--- src/rtl/multicycle_controller.sv ---
// Moore control FSM for the multicycle MIPS-subset datapath: sequences fetch,
// decode, execute, memory and writeback, and stalls on the memory handshake.
module multicycle_controller #(
  parameter bit MEM_WAIT_EN = 1'b1
) (
  input  logic       clk,
  input  logic       reset,
  input  logic [5:0] op,
  input  logic [5:0] funct,
  input  logic       zero,
  input  logic       memready,
  output logic       iord,
  output logic       memwrite,
  output logic       irwrite,
  output logic       regdst,
  output logic       memtoreg,
  output logic       regwrite,
  output logic       alusrca,
  output logic [1:0] alusrcb,
  output logic [1:0] pcsrc,
  output logic       pcen,
  output logic [2:0] alucontrol,
  output logic       illegal,
  output logic [3:0] state
);

  localparam logic [3:0] S_FETCH   = 4'd0;
  localparam logic [3:0] S_DECODE  = 4'd1;
  localparam logic [3:0] S_MEMADR  = 4'd2;
  localparam logic [3:0] S_MEMRD   = 4'd3;
  localparam logic [3:0] S_MEMWB   = 4'd4;
  localparam logic [3:0] S_MEMWR   = 4'd5;
  localparam logic [3:0] S_EXECUTE = 4'd6;
  localparam logic [3:0] S_ALUWB   = 4'd7;
  localparam logic [3:0] S_BRANCH  = 4'd8;
  localparam logic [3:0] S_ADDIEX  = 4'd9;
  localparam logic [3:0] S_ADDIWB  = 4'd10;
  localparam logic [3:0] S_JUMP    = 4'd11;

  localparam logic [5:0] OP_RTYPE = 6'b000000;
  localparam logic [5:0] OP_LW    = 6'b100011;
  localparam logic [5:0] OP_SW    = 6'b101011;
  localparam logic [5:0] OP_BEQ   = 6'b000100;
  localparam logic [5:0] OP_ADDI  = 6'b001000;
  localparam logic [5:0] OP_J     = 6'b000010;

  logic [3:0] r_state;
  logic [3:0] w_next;
  logic       w_memready;
  logic       w_funct_ok;
  logic       w_illegal;
  logic [1:0] w_aluop;
  logic       w_irwrite;
  logic       w_pcen;
  logic       w_memwrite;
  logic       w_regwrite;

  // memready is a level qualifier sampled at the clock edge: FETCH, MEMRD and
  // MEMWR hold their outputs and stay put until it is 1 in the same cycle.
  assign w_memready = MEM_WAIT_EN ? memready : 1'b1;

  always_comb begin
    w_funct_ok = 1'b0;
    case (funct)
      6'b100000, 6'b100010, 6'b100100, 6'b100101, 6'b101010: w_funct_ok = 1'b1;
      default: w_funct_ok = 1'b0;
    endcase
  end

  always_comb begin
    w_illegal = 1'b0;
    case (op)
      OP_LW, OP_SW, OP_BEQ, OP_ADDI, OP_J: w_illegal = 1'b0;
      OP_RTYPE: w_illegal = ~w_funct_ok;
      default:  w_illegal = 1'b1;
    endcase
  end

  always_ff @(posedge clk or negedge reset) begin
    if (!reset) r_state <= S_FETCH;
    else        r_state <= w_next;
  end

  always_comb begin
    w_next = S_FETCH;
    case (r_state)
      S_FETCH:   w_next = w_memready ? S_DECODE : S_FETCH;
      S_DECODE: begin
        case (op)
          OP_LW, OP_SW: w_next = S_MEMADR;
          OP_RTYPE:     w_next = w_funct_ok ? S_EXECUTE : S_FETCH;
          OP_BEQ:       w_next = S_BRANCH;
          OP_ADDI:      w_next = S_ADDIEX;
          OP_J:         w_next = S_JUMP;
          default:      w_next = S_FETCH;
        endcase
      end
      S_MEMADR:  w_next = (op == OP_SW) ? S_MEMWR : S_MEMRD;
      S_MEMRD:   w_next = w_memready ? S_MEMWB : S_MEMRD;
      S_MEMWB:   w_next = S_FETCH;
      S_MEMWR:   w_next = w_memready ? S_FETCH : S_MEMWR;
      S_EXECUTE: w_next = S_ALUWB;
      S_ALUWB:   w_next = S_FETCH;
      S_BRANCH:  w_next = S_FETCH;
      S_ADDIEX:  w_next = S_ADDIWB;
      S_ADDIWB:  w_next = S_FETCH;
      S_JUMP:    w_next = S_FETCH;
      default:   w_next = S_FETCH;
    endcase
  end

  always_comb begin
    iord       = 1'b0;
    regdst     = 1'b0;
    memtoreg   = 1'b0;
    alusrca    = 1'b0;
    alusrcb    = 2'b00;
    pcsrc      = 2'b00;
    w_aluop    = 2'b00;
    w_irwrite  = 1'b0;
    w_pcen     = 1'b0;
    w_memwrite = 1'b0;
    w_regwrite = 1'b0;
    case (r_state)
      S_FETCH: begin
        alusrcb   = 2'b01;
        w_irwrite = w_memready;
        w_pcen    = w_memready;
      end
      S_DECODE:  alusrcb = 2'b11;
      S_MEMADR: begin
        alusrca = 1'b1;
        alusrcb = 2'b10;
      end
      S_MEMRD:   iord = 1'b1;
      S_MEMWB: begin
        memtoreg   = 1'b1;
        w_regwrite = 1'b1;
      end
      S_MEMWR: begin
        iord       = 1'b1;
        w_memwrite = 1'b1;
      end
      S_EXECUTE: begin
        alusrca = 1'b1;
        w_aluop = 2'b10;
      end
      S_ALUWB: begin
        regdst     = 1'b1;
        w_regwrite = 1'b1;
      end
      S_BRANCH: begin
        alusrca = 1'b1;
        w_aluop = 2'b01;
        pcsrc   = 2'b01;
        w_pcen  = zero;
      end
      S_ADDIEX: begin
        alusrca = 1'b1;
        alusrcb = 2'b10;
      end
      S_ADDIWB:  w_regwrite = 1'b1;
      S_JUMP: begin
        pcsrc  = 2'b10;
        w_pcen = 1'b1;
      end
      default: ;
    endcase
  end

  // Strobes are gated by reset so nothing is written while reset is held.
  assign irwrite  = w_irwrite & reset;
  assign pcen     = w_pcen & reset;
  assign memwrite = w_memwrite & reset;
  assign regwrite = w_regwrite & reset;
  assign illegal  = (r_state == S_DECODE) & w_illegal & reset;
  assign state    = r_state;

  always_comb begin
    alucontrol = 3'b010;
    case (w_aluop)
      2'b01: alucontrol = 3'b110;
      2'b10: begin
        case (funct)
          6'b100010: alucontrol = 3'b110;
          6'b100100: alucontrol = 3'b000;
          6'b100101: alucontrol = 3'b001;
          6'b101010: alucontrol = 3'b111;
          default:   alucontrol = 3'b010;
        endcase
      end
      default: alucontrol = 3'b010;
    endcase
  end

endmodule

--- config.mk ---
export PLATFORM = sky130hd
export DESIGN_NAME = multicycle_controller
export DESIGN_NICKNAME = d
export VERILOG_FILES = /design/src/rtl/multicycle_controller.sv
export SDC_FILE = /design/constraint.sdc
export NUM_CORES = 1
export LEC_CHECK = 0
export ABC_AREA = 1
export BUFFER_PORTS_ARGS = -buffer_cell sky130_fd_sc_hd__buf_2
export CORE_MARGIN = 2
export CORE_UTILIZATION = 46
export CTS_BUF_LIST = sky130_fd_sc_hd__clkbuf_2
export DETAILED_ROUTE_END_ITERATION = 10
export GPL_TIMING_DRIVEN = 1
export PLACE_DENSITY = 0.8
export SLEW_MARGIN = 20
export SYNTH_ARGS = -nofsm -noshare
export SYNTH_HDL_FRONTEND = slang
export SYNTH_SLANG_ARGS = --single-unit
--- constraint.sdc ---
create_clock -name clk -period 1.7 [get_ports clk]
set_input_delay 0.17 -clock clk [delete_from_list [all_inputs] [get_ports clk]]
set_output_delay 0.17 -clock clk [all_outputs]
set_load 0.02 [all_outputs]
==> Word-level counts from Yosys, hierarchy flattened <==
Index checks and enable logic that the tools add are counted.
{ "classes": {"n_eq_ne": 23, "n_mux": 22, "n_bitwise": 7, "n_reduce_logical": 9} }
{ "ops": {"columns": ["operator", "count"], "rows": [
  ["$eq 6x6->1 const B", 7],
  ["$pmux 4 s7", 1],
  ["$pmux 4 s5", 1],
  ["$eq 4x3->1 const B", 4],
  ["$eq 4x4->1 const B", 4],
  ["$mux 3", 4],
  ["$pmux 3 s4", 1],
  ["$reduce_or 5->1", 2],
  ["$mux 1", 9],
  ["$eq 4x2->1 const B", 2],
  ["$pmux 2 s2", 2],
  ["$and 1x1->1", 6],
  ["$eq 6x2->1 const B", 1],
  ["$eq 6x3->1 const B", 1],
  ["$eq 6x4->1 const B", 1],
  ["$logic_not 6->1", 1],
  ["$pmux 2 s3", 1],
  ["$pmux 3 s2", 1],
  ["$reduce_or 2->1", 3],
  ["$eq 4x1->1 const B", 1],
  ["$logic_not 4->1", 1],
  ["$reduce_or 4->1", 1],
  ["$pmux 1 s3", 1],
  ["$reduce_or 3->1", 1],
  ["4 further kinds", 4]
]} }
{ "totals": {"register_bits": 4, "in_bits": 16, "out_inout_bits": 20, "elab_cells": 62} }

==> Longest topological paths before layout <==
{ "logic_depth": {"depth_word": 7, "mapped_depth": 10, "ltp_nobuf": 10} }

==> Worst setup path after synthesis <==
OpenSTA, ideal clock, no wires.
{ "synth_path": {"kind": "register -> output", "startpoint": "register r_state[0], in the netlist state[0]", "endpoint": "output alucontrol[0]", "arrival_time_ns": 1.981, "required_time_ns": 1.530, "setup_slack_ns": -0.451, "path_stages_with_launch": 8, "path_buffers": 0, "path_cell_list": "dfrtp_1 > nor2_1 > inv_1 > nor2_2 > inv_1 > ha_1 > inv_1 > a211oi_1"} }
{ "synth_between": {"elab_chain_len": 4, "word_cells_on_any_way": 6, "classes_between": "eq/ne (4); mux (2)"} }
{ "synth_rtl": {"columns": ["element", "line_no", "rtl"], "rows": [
  ["from (decl)", "47", "logic [3:0] r_state;"],
  ["from (signal assigned)", "81", "else r_state <= w_next;"],
  ["$eq 4x4->1 / $eq 4x3->1 (equally long branches)", "124", "case (r_state)"],
  ["$pmux 2 s2 *", "124", null],
  ["$eq 2x2->1 / $eq 2x1->1 (equally long branches)", "181", "case (w_aluop)"],
  ["$pmux 3 s2 *", "181", null],
  ["to (decl)", "22", "output logic [2:0] alucontrol,"]
]} }
Every way passes the cells marked *; elsewhere a longest branch is shown, timed or not.

==> Worst setup path in the final report <==
Ends and elaborated chain as after synthesis.

==> results.yml <==
grt:
  antenna_found_initial: 0
  grt_overflow: 0
  grt_pass1_wl_mm: 3.11
  grt_max_degree: 9
  grt_pass1_vias: 756
  grtUsageTotal: 0.226
placed_design:
  dp_hpwl_mm: 1.56
  dpl_worst_slack_ns: 0.0156
  dp_cells: 169
  gp_congestion: 0.854
  io_buffers: 35
synth:
  synth-simple-area-share: 0.579
  ys_async_sr_fraction: 1.00
  synth_top_family_by_area: "simple AND/OR/NAND/NOR gates"
  syn_inst: 115
  synth-seq-cells: 4
  synth_fa_ha_area_frac: 0.0549
  synth_area_leader_cell: "dfrtp_1"
  synth_edf_count: 0
  synth_top_flop_cell: "dfrtp_1"
  syn_nets: 134
  synth-xor-area-share: 0
  yosys-top-cells-area: "dfrtp_1 15%, nor2_1 12%, nand3_1 11%"
  synthDistinctLibCells: 23
  synth_top_area_frac: 0.147
  syn_avg_cell_area_um2: 5.94
  synth-compound-area-share: 0.0934
  ys_warn_count: 0
  synth-seq-area-share: 0.147
  synth_area_um2: 683
  muxShareOfSynthArea: 0
detailed_routing:
  drc: 0
  avgViaCountPerCell: 5.04
  drt_wl_total_mm: 2.00
  dr.pass1.iters: 4
  drtIter0Drc: 22
  ant_nets: 0
  vias: 898
  avgRoutedWirePerCell_um: 11.2
floorplanning:
  core-area_um2: 1350
  core.rowCount: 13
  die_x_um: 42.5
  die_y_um: 42.5
  initial_core_util: 0.506
  dieArea_um2: 1810
  ios: 36
clocking:
  numCtsBuffers: 3
  cts_tree: "built"
  path_clk_slew_ns: 0.04
  cts_root_buf: "clkbuf_2"
  clock-sinks: 4
  insertion_delay_ns: 0.22
  cts_buffer_depth: 2
  h-tree-depth: 1
setup_path:
  reg2reg_depth: 8
  crit_type: "reg2out"
  critPathMaxFanout: 4
  crit_arrival_ns: 1.64
  start_kind: "flip-flop"
  crit_required_ns: 1.53
  crit_path_end_kind: "primary output"
sta:
  min_period_ns: 1.81
  setup_tns_ns: -0.264
  skew_ns: 0.00706
  post-route-period-util: 1.07
  setup_viol: 4
  worstMarginPinSlew_ns: 0.289
  final_max_slew_viol_count: 0
  rsz0062_at_grt: "yes"
  fmax_mhz: 552
  hold_viol_final: 0
  relSlewSlack: 0.806
  setup_ws_ns: -0.113
layout:
  final_common_cell: "buf_2"
  num_antenna_cells: 0
  fillers: 109
  fin_util: 0.778
  multi_input_area_um2: 556
  stdcell_count: 178
  final_nets: 184
  largest_register_ffs: 4
  syn2layout_area_growth_pct: 53.8
  drive_above_1_share: 0.534
  mostFrequentLayoutCells: "32 x buf_2, 19 x nor2_1, 18 x nand2_1"
  regArea_um2: 105
pwr:
  ir_worst_vdd_mv: 0.612
  power.total_uw: 892
  p_leak_uw: 0.000569
  cellPowerDensity_nw_per_um2: 848
flow_run:
  maxCapViolations: 0
status:
  violations: "setup timing"
  status: "finished, violations left"
hold_path:
  hold_path.class: "in2async"
[cell usage after synthesis (2+ instances only)]
cell / count
nor2_2: 6
nand3_2: 2
inv_2: 5
ha_1: 3
nand2_2: 2
o21ai_0: 3
nor2_4: 5
a21oi_1: 2
inv_1: 18
nor2_1: 21
dfrtp_1: 4
nand3_1: 15
nand2_1: 19
[what timing repair did]
item,4_1_cts,5_1_grt
pin swaps,3,4
endpoints found under the setup margin,4,6
hold endpoints to repair,4,0
buffers inserted,5,0
hold buffers,1,0
cloned,0,0
gates resized for setup,6,6
[critical path, stage by stage, from the launching register on]
cell and delay (ns):
dfrtp_2 0.44, nor2_4 0.13, inv_2 0.06, nor2_4 0.11
inv_2 0.07, ha_4 0.28, inv_4 0.04, a211oi_4 0.15
buf_6 0.14
[routing by layer]
metal | wire, um | GRT usage | part of all wire
met5 | 0 | 0 | 0
met4 | 4 | 0.0563 | 0.0020
met2 | 994 | 0.394 | 0.50
met3 | 138 | 0.0690 | 0.069
met1 | 865 | 0.267 | 0.43
[through the flow]
stage | area, um2 | hold WS (ns)
after CTS | 1030 | 0.296
after detailed placement | 951 | 0.0113
final | 1050 | 0.306
after global placement | 951 | 0.00665
after global routing | 1050 | 0.309
after floorplan | 727 | -0.126
[cell type report]
type,instances,share of cell area
Multi-Input combinational cell,88,0.529
Timing Repair Buffer,45,0.255
Sequential cell,4,0.100
Inverter,23,0.0845
Tap cell,15,0.0179
Clock buffer,3,0.0143
[logic make-up (layout without fill, tap and decap cells)]
family	count (synthesis)	after routing
buf+inv	23	71
fa+ha+maj	3	3
simple gates	75	75
compound gates	10	10
flops	4	4
[final timing paths]
path                          start       endpoint  slack (ns)
max reg2reg                state[3]       state[1]        0.38
max                        state[0]  alucontrol[0]       -0.11
min in group clk           memready       state[0]        0.31
min                           reset       state[1]        0.31
max in group asynchronous     reset       state[3]        1.21
min reg2reg                state[2]       state[2]        0.72
[report_power, final]
| group | total [uW] | internal [uW] | switching (uW) |
|---|---|---|---|
| combinational | 644 | 235 | 409 |
| clock | 87.5 | 47.3 | 40.2 |
| sequential | 160 | 124 | 35.9 |
| total | 892 | 407 | 485 |
Power figures use the tool's default switching activity.
